### config.mk
export PLATFORM = sky130hd
export DESIGN_NAME = pc_unit
export DESIGN_NICKNAME = d
export VERILOG_FILES = /design/src/rtl/riscv_pkg.sv /design/src/rtl/return_address_stack.sv /design/src/rtl/pc_unit.sv
export SDC_FILE = /design/constraint.sdc
export NUM_CORES = 1
export LEC_CHECK = 0
export CAP_MARGIN = 40
export CELL_PAD_IN_SITES_DETAIL_PLACEMENT = 2
export CELL_PAD_IN_SITES_GLOBAL_PLACEMENT = 2
export CORE_ASPECT_RATIO = 2
export CORE_UTILIZATION = 40
export CTS_CLUSTER_SIZE = 12
export DETAILED_ROUTE_END_ITERATION = 10
export GPL_ROUTABILITY_DRIVEN = 0
export PLACE_DENSITY = 0.83
export SETUP_SLACK_MARGIN = 0.4
export SLEW_MARGIN = 20
export SYNTH_ARGS = -nofsm -noshare
export SYNTH_HDL_FRONTEND = slang
export SYNTH_SLANG_ARGS = --single-unit
### constraint.sdc
create_clock -name clk -period 5.3 [get_ports clk]
set_input_delay 0.795 -clock clk [delete_from_list [all_inputs] [get_ports clk]]
set_output_delay 0.795 -clock clk [all_outputs]
set_load 0.01 [all_outputs]
### src/rtl/riscv_pkg.sv
// ----------------------------------------------------------------------------
// riscv_pkg
// Shared fetch-side definitions: default address width, instruction length
// constants and the next-PC source encoding used by pc_unit.
// ----------------------------------------------------------------------------
package riscv_pkg;

   localparam int DEFAULT_XLEN = 32;

   // Byte lengths of compressed and full-width instructions.
   localparam int ILEN_16 = 2;
   localparam int ILEN_32 = 4;

   typedef enum logic [2:0] {
      NPC_REDIRECT,
      NPC_HOLD,
      NPC_RAS,
      NPC_JUMP,
      NPC_SEQ
   } npc_src_e;

endpackage : riscv_pkg

### src/rtl/return_address_stack.sv
// ----------------------------------------------------------------------------
// return_address_stack
// Circular return-address stack. A push when full overwrites the oldest entry
// and the count saturates at RAS_DEPTH.
// Ports:
//   clk, rst_n  clock, asynchronous active-low reset (pointer and count only)
//   push        write push_data above the current top
//   pop         discard the top entry (ignored when empty)
//   replace     overwrite the top entry with push_data, count unchanged
//   push_data   link address to store
//   top         current top entry (meaningful only when count != 0)
//   count       number of valid entries, 0..RAS_DEPTH
// At most one of push/pop/replace is expected per cycle; push has priority.
// ----------------------------------------------------------------------------
module return_address_stack
   import riscv_pkg::*;
#(
   parameter int XLEN      = DEFAULT_XLEN,
   parameter int RAS_DEPTH = 4
) (
   input  logic                         clk,
   input  logic                         rst_n,
   input  logic                         push,
   input  logic                         pop,
   input  logic                         replace,
   input  logic [XLEN-1:0]              push_data,
   output logic [XLEN-1:0]              top,
   output logic [$clog2(RAS_DEPTH):0]   count
);

   localparam int PTR_W = $clog2(RAS_DEPTH);
   localparam int CNT_W = PTR_W + 1;

   logic [XLEN-1:0]  entries_q [RAS_DEPTH];
   logic [XLEN-1:0]  entries_d [RAS_DEPTH];
   logic [PTR_W-1:0] wr_ptr_q, wr_ptr_d;   // next free slot; top is wr_ptr_q-1
   logic [CNT_W-1:0] count_q,  count_d;
   logic [PTR_W-1:0] top_idx;

   // Power-of-two depth lets the pointer wrap naturally.
   assign top_idx = wr_ptr_q - PTR_W'(1);
   assign top     = entries_q[top_idx];
   assign count   = count_q;

   // NOTE: every variable gets its default first so no path leaves it
   // unassigned, which would infer a latch.
   always_comb begin
      entries_d = entries_q;
      wr_ptr_d  = wr_ptr_q;
      count_d   = count_q;
      if (push) begin
         entries_d[wr_ptr_q] = push_data;
         wr_ptr_d            = wr_ptr_q + PTR_W'(1);
         if (count_q != CNT_W'(RAS_DEPTH)) begin
            count_d = count_q + CNT_W'(1);
         end
      end else if (replace) begin
         entries_d[top_idx] = push_data;
      end else if (pop && (count_q != '0)) begin
         wr_ptr_d = wr_ptr_q - PTR_W'(1);
         count_d  = count_q - CNT_W'(1);
      end
   end

   // NOTE: sequential state uses non-blocking assignments so every flop
   // samples its pre-edge inputs regardless of process ordering.
   always_ff @(posedge clk or negedge rst_n) begin
      if (!rst_n) begin
         wr_ptr_q <= '0;
         count_q  <= '0;
      end else begin
         wr_ptr_q <= wr_ptr_d;
         count_q  <= count_d;
      end
   end

   // NOTE: the entry storage is deliberately left out of reset; count guards
   // every read, so stale contents are never observed.
   always_ff @(posedge clk) begin
      entries_q <= entries_d;
   end

endmodule : return_address_stack

### src/rtl/pc_unit.sv
// ----------------------------------------------------------------------------
// pc_unit
// Fetch program counter. Selects the next fetch address from an execute
// redirect, stall, predecoded return/jump hints or the sequential step, and
// maintains a return-address stack for call/return prediction.
// Ports:
//   clk, rst_n       clock, asynchronous active-low reset
//   stall            hold pc and RAS
//   redirect_valid   execute redirect, overrides stall
//   redirect_target  redirect address
//   jump_valid       instruction at pc is a direct jump to jump_target
//   jump_target      direct jump target
//   is_call          instruction at pc is a call (push link)
//   is_ret           instruction at pc is a return (pop)
//   is_compressed    instruction at pc is 16-bit (ignored when C_EXT = 0)
//   pc               registered fetch address
//   misalign         registered pc has bit 1 set while C_EXT = 0
//   ras_count        valid RAS entries
// ----------------------------------------------------------------------------
module pc_unit
   import riscv_pkg::*;
#(
   parameter int              XLEN         = DEFAULT_XLEN,
   parameter logic [XLEN-1:0] RESET_VECTOR = '0,
   parameter int              RAS_DEPTH    = 4,
   parameter bit              C_EXT        = 1'b1
) (
   input  logic                         clk,
   input  logic                         rst_n,
   input  logic                         stall,
   input  logic                         redirect_valid,
   input  logic [XLEN-1:0]              redirect_target,
   input  logic                         jump_valid,
   input  logic [XLEN-1:0]              jump_target,
   input  logic                         is_call,
   input  logic                         is_ret,
   input  logic                         is_compressed,
   output logic [XLEN-1:0]              pc,
   output logic                         misalign,
   output logic [$clog2(RAS_DEPTH):0]   ras_count
);

   logic [XLEN-1:0] pc_q, pc_d;
   logic            misalign_q, misalign_d;
   logic [XLEN-1:0] ilen, link, target, ras_top;
   logic            ras_update, ras_push, ras_pop, ras_replace, ras_nonempty;
   npc_src_e        npc_src;

   assign ilen         = (C_EXT && is_compressed) ? XLEN'(ILEN_16) : XLEN'(ILEN_32);
   assign link         = pc_q + ilen;
   assign ras_nonempty = (ras_count != '0);

   // Redirects and stalls freeze the stack. A call+ret pair on an empty
   // stack has nothing to replace, so it becomes a plain push.
   assign ras_update  = !stall && !redirect_valid;
   assign ras_push    = ras_update && is_call && (!is_ret || !ras_nonempty);
   assign ras_replace = ras_update && is_call && is_ret && ras_nonempty;
   assign ras_pop     = ras_update && is_ret && !is_call;

   always_comb begin
      npc_src = NPC_SEQ;
      if (redirect_valid)              npc_src = NPC_REDIRECT;
      else if (stall)                  npc_src = NPC_HOLD;
      else if (is_ret && ras_nonempty) npc_src = NPC_RAS;
      else if (jump_valid)             npc_src = NPC_JUMP;
   end

   always_comb begin
      case (npc_src)
         NPC_REDIRECT: target = redirect_target;
         NPC_HOLD:     target = pc_q;
         NPC_RAS:      target = ras_top;
         NPC_JUMP:     target = jump_target;
         default:      target = link;
      endcase
      // Loaded addresses never carry bit 0; misalign only flags bit 1.
      pc_d       = target & ~XLEN'(1);
      misalign_d = !C_EXT && target[1];
      if (npc_src == NPC_HOLD) begin
         pc_d       = pc_q;
         misalign_d = misalign_q;
      end
   end

   always_ff @(posedge clk or negedge rst_n) begin
      if (!rst_n) begin
         pc_q       <= RESET_VECTOR;
         misalign_q <= 1'b0;
      end else begin
         pc_q       <= pc_d;
         misalign_q <= misalign_d;
      end
   end

   return_address_stack #(
      .XLEN      (XLEN),
      .RAS_DEPTH (RAS_DEPTH)
   ) u_ras (
      .clk       (clk),
      .rst_n     (rst_n),
      .push      (ras_push),
      .pop       (ras_pop),
      .replace   (ras_replace),
      .push_data (link),
      .top       (ras_top),
      .count     (ras_count)
   );

   assign pc       = pc_q;
   assign misalign = misalign_q;

endmodule : pc_unit
* Word-level counts from Yosys, hierarchy flattened *
Cells that the tools add are included.

cells by class
  bitwise operators = 2
  muxes and demuxes = 24
  eq/ne operators = 6
  add/subtract/negate cells = 5
  reductions and logical operators = 23
  magnitude comparators = 4

operators by type and width
  operator                                                                number
  128-bit bitwise mux                                                     2
  128-bit 2-to-1 mux                                                      2
  32-bit demux with 2-bit select                                          2
  32-bit 2-to-1 mux                                                       4
  32-bit one-hot mux with 3 select lines                                  1
  32-bit binary-select mux with 2-bit select                              1
  32-bit by 3-bit adder with 32-bit output                                1
  3-bit 2-to-1 mux                                                        9
  1-bit logical AND                                                       11
  3-bit by 2-bit equality test with 1-bit output (second input constant)  2
  3-bit greater-or-equal comparator (second input constant)               2
  3-bit by 1-bit < comparator with 1-bit output (second input constant)   2
  2-bit 2-to-1 mux                                                        3
  2-bit inverter with 3-bit output                                        2
  1-bit zero test                                                         5
  2-bit nonzero test                                                      2
  3-bit by 1-bit adder with 3-bit output (second input constant)          1
  3-bit by 1-bit equality test with 1-bit output (second input constant)  1
  3-bit zero test                                                         1
  3-bit != test (second input constant)                                   1
  3-bit AND reduction                                                     1
  3-bit nonzero test                                                      1
  3-bit by 1-bit subtractor with 3-bit output (second input constant)     1
  2-bit by 1-bit adder with 2-bit output (second input constant)          1
  other kinds (5)                                                         5

word-level totals
  flip-flop bits (word level) = 164
  output and inout bits = 36
  logic and storage cells = 71

* Logic depth before layout (Yosys ltp) *
  depth after elaboration = 9
  mapped depth = 13

* Modules after synthesis *
From an unflattened synthesis, not the netlist that was laid out.

second synthesis, totals
  cell total of the unflattened synthesis = 723
  area total of the unflattened synthesis = 8794.7 um^2

modules (own cells, without submodules)
  module                times used  area an instance (um^2)  cells each  seq. area each (um^2)
  return_address_stack  1           5870.6                   348         3968.8
  pc_unit               1           2924.1                   375         775.7

* Worst setup path before layout *
OpenSTA, ideal clock, no wires.

  path kind = input to register
  start point = input is_ret
  end point = register u_ras.entries_q[100] (netlist name), enable pin
  setup slack = 1.895 ns
  stages on the path = 5
  arrival = 2.976 ns
  data required time = 4.871 ns
  buffers on the path = 2
  cell sequence = o31a_1 > buf_2 > buf_1 > nand2_1 > a21oi_1

on the way
  word-level cells in the longest chain between the ends = 4

RTL lines
  item                                     line                        source
  from (decl)                              pc_unit.sv:36               input logic is_ret,
  1-bit zero test                          pc_unit.sv:56               assign ras_push = ras_update && is_call && (!is_ret || !ras_nonempty);
  1-bit logical OR                         pc_unit.sv:56
  1-bit logical AND                        pc_unit.sv:56
  2-bit nonzero test (no source line) (*)  -
  to (signal assigned)                     return_address_stack.sv:80  entries_q <= entries_d;
  to (decl)                                return_address_stack.sv:34  logic [XLEN-1:0] entries_q [RAS_DEPTH];

Every way passes the cells marked *; elsewhere a longest branch is shown, timed or not.
A chain may end at the register's enable or synchronous reset.

==> impl_summary.md <==
Run status
The flow ran to the end, and the final reports show no timing, DRC or antenna violations.

Logic synthesis
After synthesis, the largest area contributor takes up between 40% and 50% of total cell area. The sequential-to-total area share from yosys stat is 53.9%. Counting flops with a built-in enable in the synthesized netlist gives between 100 and 150. Summed over all instances, the cell type with the most area after synthesis is edfxtp_1. The cell area after technology mapping is between 0.008 and 0.009 mm². The Yosys step of the flow raised 0 warnings.

Synthesis inferred 160 register bits. The number of library cell types mapped by synthesis is 76. Ranked by total cell area, the synthesized netlist is headed by edfxtp_1 43%, dfrtp_1 10%, mux4_2 8.1%, nor2_1 7.4%, a21oi_1 2.5%. The synthesized area per cell is 11.3 µm². For this run, the leading register cell type out of synthesis is edfxtp_1. The cell count after synthesis came out at 760. Of all flip-flops after synthesis, the portion carrying an async set or reset was between 20 and 25%.

Power and ir drop
The net switching share of the total power is between 30 and 40%. In this run, the clock network consumes between 20% and 30% of the power. The analysis attributes to cell leakage a power of between 3 and 4 nW. The power dissipated by switching net loads is 1.98 mW. The share of total power dissipated in sequential elements is 35.2%. The proportion of power drawn by combinational gates is 40.1%. IR analysis of the VDD net gives a maximum drop of approximately 310 µV.

The power density of the placed cells is between 400 and 500 mW/mm². The design internal power is 3.10 mW.

Worst setup path
The critical path required time is 5.48 ns. The data arrival at the endpoint of the critical path is between 3 and 4 ns. STA classifies the critical path startpoint as an input port.

The top fanout value on the critical path is 6. The category of the most critical setup path is input port to register. The endpoint class of the critical path is a register.

Timing
The total setup violations reported at the end of the flow is 0. The final cycle utilization of the critical path is between 60% and 70%. The remaining max-slew budget at the tightest pin is a little over a third. At the pin with the least slew margin, the transition time is approximately 0.94 ns. The total negative slack for setup checks is 0 ns. The number of failing hold endpoints at the final stage is 0. For the final database, setup skew stands at around 0.0086 ns. Setup repair after global routing left no endpoint under its margin. The number of pins with negative max-slew slack in the final report came to 0.

After layout, the minimum clock period comes to around 3.7 ns. The top achievable clock speed is 0.273 GHz.

GRT
Entering global routing, the biggest net connects 37 pins. The total overflow left after global routing is 0. The via count of the first global-routing pass was between 7000 and 8000.

The first-pass GRT wire length is just under 50 mm. The initial antenna violation count is 0. The aggregate global-route resource usage is 30.8%.

Finish
After the flow finishes, the layout carries non-filler instances totaling 1130. The layout cell share with drive strength beyond 1 is 14.3%. The summed area of non-filler cells in the final layout is ~0.011 mm².

The repair_antennas step left the layout with diodes totalling 0. After the last flow step, the layout net total stands at between 900 and 1000. From synthesis to final layout, the design area changed by 22.3%.

Drt
The first routing iteration left 396 violations. The vias after detailed routing is between 6000 and 7000. After detailed routing, the number of remaining DRC violations is 0.

The number of nets with antenna violations after detailed routing is 0. Using the TritonRoute via totals, the vias-per-cell ratio works out to approximately 6.2. The final layout contains routed wiring with a total length of ~33 mm. The mean routed wirelength per cell is between 20 and 30 µm. The first-pass iteration count of the detailed router is 5.

Clock network
The worst-skew pair later-pin latency is between 0.4 and 0.5 ns. The clock passes through at most 2 buffers. The maximum level of the CTS H-tree is 4. Clock-pin slew was measured on the worst setup and hold paths at 0.07 ns. In this run the post-CTS setup repair buffer count came out at 0. The root cell of the clock tree is clkbuf_16. The post-cts gate resize count is 0. Buffers inserted during clock tree synthesis total 17.

The clock net in this run drives a total of 160 sinks. The CTS tree is yes. Buffers inserted to repair hold after CTS numbered 0.

Placement
Summed over all nets, the half-perimeter wirelength after detailed placement is 22.4 mm. Counting tap cells, the placed design contains a total of around 1100 instances. Buffers placed on the I/O ports in this run total 103. Summing all placed instances gives a cell area of a little under 0.01 mm².

Die
The area enclosed by the die boundary is 0.0221 mm². The floorplan row count is 75. The height of the chip is approximately 210 µm.

The number of I/O pins is 108. Once the floorplan was initialized, standard cells occupied around 41% of the core. The die width is 106 µm.

The core region is 0.0210 mm².

Job
The number of max-cap violations is 0.

Hold path
The worst min-delay path category is input port to asynchronous set/reset pin.
## cell usage after synthesis, types with 6 or more instances
| cell | number |
|---|---|
| nand2_1 | 43 |
| xnor2_1 | 13 |
| dfrtp_1 | 36 |
| mux4_2 | 31 |
| a2bb2oi_1 | 6 |
| a21oi_1 | 43 |
| nand4_1 | 23 |
| a31oi_1 | 8 |
| nor2_1 | 169 |
| nor3_1 | 11 |
| nor2b_1 | 6 |
| o21ai_0 | 13 |
| xor2_1 | 17 |
| inv_1 | 11 |
| buf_2 | 29 |
| clkbuf_1 | 23 |
| edfxtp_1 | 124 |
| ha_1 | 9 |
| nand3_1 | 33 |
## cells in the final DEF, fill, tap and decap left out, types with 4 or more instances in the layout
master | Yosys | layout
o21ai_0 | 13 | 13
inv_1 | 11 | 11
nor2_1 | 169 | 165
xnor2_1 | 13 | 13
nand3_1 | 33 | 33
a21oi_1 | 43 | 42
clkbuf_16 | 0 | 17
mux2i_2 | 3 | 4
nor2_2 | 1 | 5
buf_4 | 5 | 22
a221o_1 | 5 | 5
nand4_1 | 23 | 23
clkdlybuf4s50_1 | 0 | 102
mux2i_1 | 5 | 4
xor2_1 | 17 | 17
and2_1 | 4 | 4
mux4_2 | 31 | 31
nor2b_1 | 6 | 5
inv_6 | 0 | 4
ha_1 | 9 | 9
o2bb2ai_1 | 4 | 4
nor3b_1 | 5 | 5
a2bb2oi_1 | 6 | 6
nor3_1 | 11 | 11
a221oi_1 | 5 | 5
o31a_1 | 4 | 4
nand2_1 | 43 | 43
edfxtp_1 | 124 | 124
dfrtp_1 | 36 | 35
a31oi_1 | 8 | 8
## cells by family (layout without fill, tap and decap cells)
group / count (synthesis) / count (layout) / share of synthesized area, %
and+or+nand+nor: 323 / 323 / 17.8
DFF: 160 / 160 / 53.9
AOI/OAI and AO/OA: 123 / 123 / 10.1
buffers and inverters: 71 / 171 / 3.83
muxes: 40 / 40 / 9.33
xor gates and xnor gates: 31 / 31 / 3.25
adders and majority gates: 11 / 11 / 1.78
other: 1 / 2 / 0.0437
## critical path, stage by stage
cell and delay (ns):
clkdlybuf4s50_1 0.55, ha_1 0.20, inv_1 0.06, fa_1 0.47, nand4b_2 0.43, nor4_2 0.69, nand2_1 0.22, xor2_1 0.32
nor2_1 0.10
## per-stage QoR
| stage | worst slack (ns) | power, mW | hold slack (ns) | utilization, % |
|---|---|---|---|---|
| 2_1_floorplan | 1.89 | 3.00 | 0.499 | - |
| 3_3_place_gp | 1.33 | 3.66 | 0.593 | 47.0 |
| 3_5_place_dp | 1.09 | 3.83 | 0.630 | 47.2 |
| 4_1_cts | 1.64 | 5.11 | 0.216 | 50.0 |
| 5_1_grt | 1.45 | 5.28 | 0.231 | 50.0 |
| 6_report | 1.63 | 5.08 | 0.232 | 50.0 |
## sequential cells by signal, summed over array words and instances, names as in the netlist
register,count
u_ras.count,3
pc,31
u_ras.wr_ptr_q,2
u_ras.entries_q,124
## power by group through the flow
stage	Combinational (mW)	Clock (mW)	Sequential (mW)
after floorplan	1.25	0	1.75
after global placement	1.87	0	1.78
after detailed placement	2.03	0	1.81
after CTS	2.05	1.28	1.78
after global routing	2.17	1.31	1.80
final	2.04	1.26	1.79
## worst paths after layout
kind,start,depth (start not counted),slack (ns),endpoint
max,is_compressed,9,1.63,u_ras.entries_q[53]$_DFFE_PP_
min,rst_n,1,0.23,pc[7]$_DFFE_PN0P_
max reg2reg,pc[1]$_DFFE_PN0P_,8,2.13,u_ras.entries_q[53]$_DFFE_PP_
min reg2reg,pc[27]$_DFFE_PN0P_,1,0.65,pc[27]$_DFFE_PN0P_
max in group asynchronous,rst_n,2,4.58,u_ras.wr_ptr_q[0]$_DFFE_PN0P_
min in group clk,pc[27]$_DFFE_PN0P_,1,0.65,pc[27]$_DFFE_PN0P_
## final cells by class
cell class                 instances  area (µm²)
fill                            2082       10500
sequential                       160        4630
multi-input combinational        530        3670
timing repair buffer             128        1240
clock buffer                      17         425
tap                              269         337
clock inverter                    15         155
inverter                          11        41.3
## per-layer routing
metal  vias up  wire (µm)  GRT usage [%]
met2       266      16900           52.6
met3        96       1360           4.62
met1      3628      12600           36.4
met5         -          0              0
met4         0       1750           18.3
li1       2987          -              -
Note: power is estimated with default switching activity, not from simulation.
==> edit (config.mk and constraints unchanged) <==
`RAS_DEPTH` is set to 4 in 2 places; all go to 16.
--- a/src/rtl/return_address_stack.sv
+++ b/src/rtl/return_address_stack.sv
@@ -16,7 +16,7 @@
    import riscv_pkg::*;
 #(
    parameter int XLEN      = DEFAULT_XLEN,
-   parameter int RAS_DEPTH = 4
+   parameter int RAS_DEPTH = 16
 ) (
    input  logic                         clk,
    input  logic                         rst_n,
--- a/src/rtl/pc_unit.sv
+++ b/src/rtl/pc_unit.sv
@@ -22,7 +22,7 @@
 #(
    parameter int              XLEN         = DEFAULT_XLEN,
    parameter logic [XLEN-1:0] RESET_VECTOR = '0,
-   parameter int              RAS_DEPTH    = 4,
+   parameter int              RAS_DEPTH    = 16,
    parameter bit              C_EXT        = 1'b1
 ) (
    input  logic                         clk,
Interface: changed (resized ras_count); port bits go from 108 to 110. The function was not compared with the original's and may differ.
==> edit against the original RTL <==
  * Wire length grew to 3.1 times the old value
  * Total power grew to 3.0 times the old value
  * Critical path type is now register to register
  * Count of clock-buffer cells in the layout increased by 73
  * Core utilization shrank 2.7 points
  * First-iteration DRC count grew to 5.3 times the old value
  * Die area increased to 2.9 times the old value
  * Worst setup slack worse by 0.78 ns
  * Global-route usage grew 1.7 points
  * Sequential share of layout area is 11 points higher
  * Final area rose to 2.8 times the old value
  * Area after synthesis grew to 2.9 times the old value
  * Sequential cell count rose by 376
  * Cell count increased by 140%
==> edit: results (changes against the original RTL) <==
- Run status: finished, final reports clean (unchanged).
- Biggest area contributors in the synthesized netlist: sky130_fd_sc_hd__edfxtp_1, sky130_fd_sc_hd__mux4_2, sky130_fd_sc_hd__nor2_1, sky130_fd_sc_hd__dfrtp_1, sky130_fd_sc_hd__o22ai_1 (was sky130_fd_sc_hd__edfxtp_1, sky130_fd_sc_hd__dfrtp_1, sky130_fd_sc_hd__mux4_2, sky130_fd_sc_hd__nor2_1, sky130_fd_sc_hd__a21oi_1).
- The number of global-route vias before repair is 20.0k (was 7832).
- The maximum number of pins on one net before global-route repair is 105 (was 37).
- The placed wire-length estimate after detailed placement is 63.4 mm (was 22.4 mm).
- The number of flops mapped to enable cells by yosys is 496 (was 124).
- The number of H-tree levels came to 2 (was 4).
- The worst path setup slack after routing is 0.853 ns (was 1.63 ns).
- The share of synthesized flip-flops with an asynchronous set or reset is 7.46% (was 22.5%).
- The commonest register cell after synthesis is sky130_fd_sc_hd__edfxtp_1 (unchanged).
- The largest stage delay on the critical path is 0.87 ns (was 0.69 ns).
- The share of the yosys chip area belonging to registers is 64.0% (was 53.9%).
- The iteration-0 DRC count of the detailed router is 2100 (was 396).
- The global-route wire length before repair is 144 mm (was 48.9 mm).
- The reported leakage power came to 9.81 nW (was 3.70 nW).
- The number of different library cells in the post-synthesis netlist is 67 (was 76).
- The via count is 18.0k (was 6977).
- The initial antenna violation count came to 1 (was 0).
- The quantity of I/O buffers inserted on ports is 105 (was 103).
- The worst-case clock buffer depth is 3 (was 2).
- The setup skew after layout is 0.0251 ns (was 0.00864 ns).
- The highest net fanout along the worst path came to 34 (was 6).
- The global router's overall resource usage came to 32.5% (was 30.8%).
- The maximum ir drop on the vdd rail was 0.387 mV (was 0.307 mV).
- The total CTS buffers was 51 (was 17).
- The aggregate routed wire length is 101 mm (was 32.5 mm).
- The filler cell count is 5797 (was 2082).
- The insertion delay of the later-clocked pin in the worst-skew pair is 0.62 ns (was 0.45 ns).
- The master of the slowest instance on the critical path is sky130_fd_sc_hd__dfrtp_4 (was sky130_fd_sc_hd__nor4_2).
- The fraction of layout instances using a drive strength above 1 is 17.7% (was 14.3%).
- The measured slew at the worst slew-check pin came to 1.00 ns (was 0.943 ns).
- The worst path arrival time is 4.70 ns (was 3.85 ns).
- Cell types with the highest counts after synthesis: sky130_fd_sc_hd__nor2_1, sky130_fd_sc_hd__edfxtp_1, sky130_fd_sc_hd__mux4_2, sky130_fd_sc_hd__o22ai_1, sky130_fd_sc_hd__clkbuf_1 (was sky130_fd_sc_hd__nor2_1, sky130_fd_sc_hd__edfxtp_1, sky130_fd_sc_hd__a21oi_1, sky130_fd_sc_hd__nand2_1, sky130_fd_sc_hd__dfrtp_1).
- The number of nets at the end of the flow is 2013 (was 931).
- The switching part of the total power is 39.2% (was 39.0%).
-- edit: changes by cell type in the layout (fill, tap and decap cells not counted), moves of 35 or more --
cell / change
sky130_fd_sc_hd__edfxtp_1: +372
sky130_fd_sc_hd__nor2_1: +331
sky130_fd_sc_hd__mux4_2: +93
sky130_fd_sc_hd__o22ai_1: +90
sky130_fd_sc_hd__buf_4: +63
sky130_fd_sc_hd__clkbuf_1: +35
sky130_fd_sc_hd__clkbuf_16: +35
-- edit: path summary, 6_finish.rpt --
check / start / end / depth (start not counted)
min in group clk: u_ras.count[3] / u_ras.count[3] / 1
max in group asynchronous: rst_n / u_ras.wr_ptr_q[0] / 2
max: u_ras.wr_ptr_q[0] / u_ras.entries_q[439] / 8
min reg2reg: u_ras.count[3] / u_ras.count[3] / 1
min: rst_n / u_ras.count[1] / 2
max reg2reg: u_ras.wr_ptr_q[0] / u_ras.entries_q[439] / 8
-- edit: cell type report --
type / instances / area share, %
flip-flops and latches: 536 / 55.0
multi-input cells: 1083 / 28.4
repair buffers: 213 / 7.35
clock buffers: 90 / 5.10
well taps: 780 / 3.38
inverters: 41 / 0.533
clock inverters: 5 / 0.217
-- edit: routing by layer --
metal / GRT usage, % / wire length, um / vias to the layer above
met5: 0 / 12 / -
met4: 22.3 / 7810 / 2
met3: 5.55 / 8250 / 443
met2: 55.5 / 50600 / 1254
met1: 36.7 / 34400 / 9291
li1: - / - / 6965
-- edit: critical path, delay by kind of cell (launching register included) --
kind	cells	cell delay (ns)
buf+inv	3	1.22
simple gates	2	0.69
fa+ha+maj	1	0.44
compound gates	2	0.83
flops	1	0.87
-- edit: kinds of logic (layout without fill, tap and decap cells) --
family,Yosys count,after routing,share of synthesized area (%)
muxes,131,131,11.5
DFF,536,536,64.0
and+or+nand+nor,650,650,11.1
other,1,2,0.0151
buffers and inverters,202,349,3.90
AOI/OAI and AO/OA,247,247,7.33
adders and majority gates,15,15,0.816
xor gates and xnor gates,38,38,1.34
-- edit: metrics by stage --
step                std cells  area (um2)  power (mW)  hold WS [ns]  utilization [%]
finish                   2748       28900        15.1         0.308             47.2
global route             2748       28900        15.5         0.351             47.2
CTS                      2741       28800        15.0         0.342             47.1
detailed placement       2646       27300        11.4         0.571             44.6
global placement         2638       27100        11.0         0.551             44.3
floorplan                1821       24800        9.01         0.499                -
-- edit: power by group through the flow --
stage,clock [mW],combinational (mW),sequential [mW]
6_report,3.57,6.26,5.30
2_1_floorplan,0,3.79,5.22
3_3_place_gp,0,5.63,5.34
5_1_grt,3.72,6.44,5.32
3_5_place_dp,0,6.04,5.38
4_1_cts,3.60,6.14,5.29
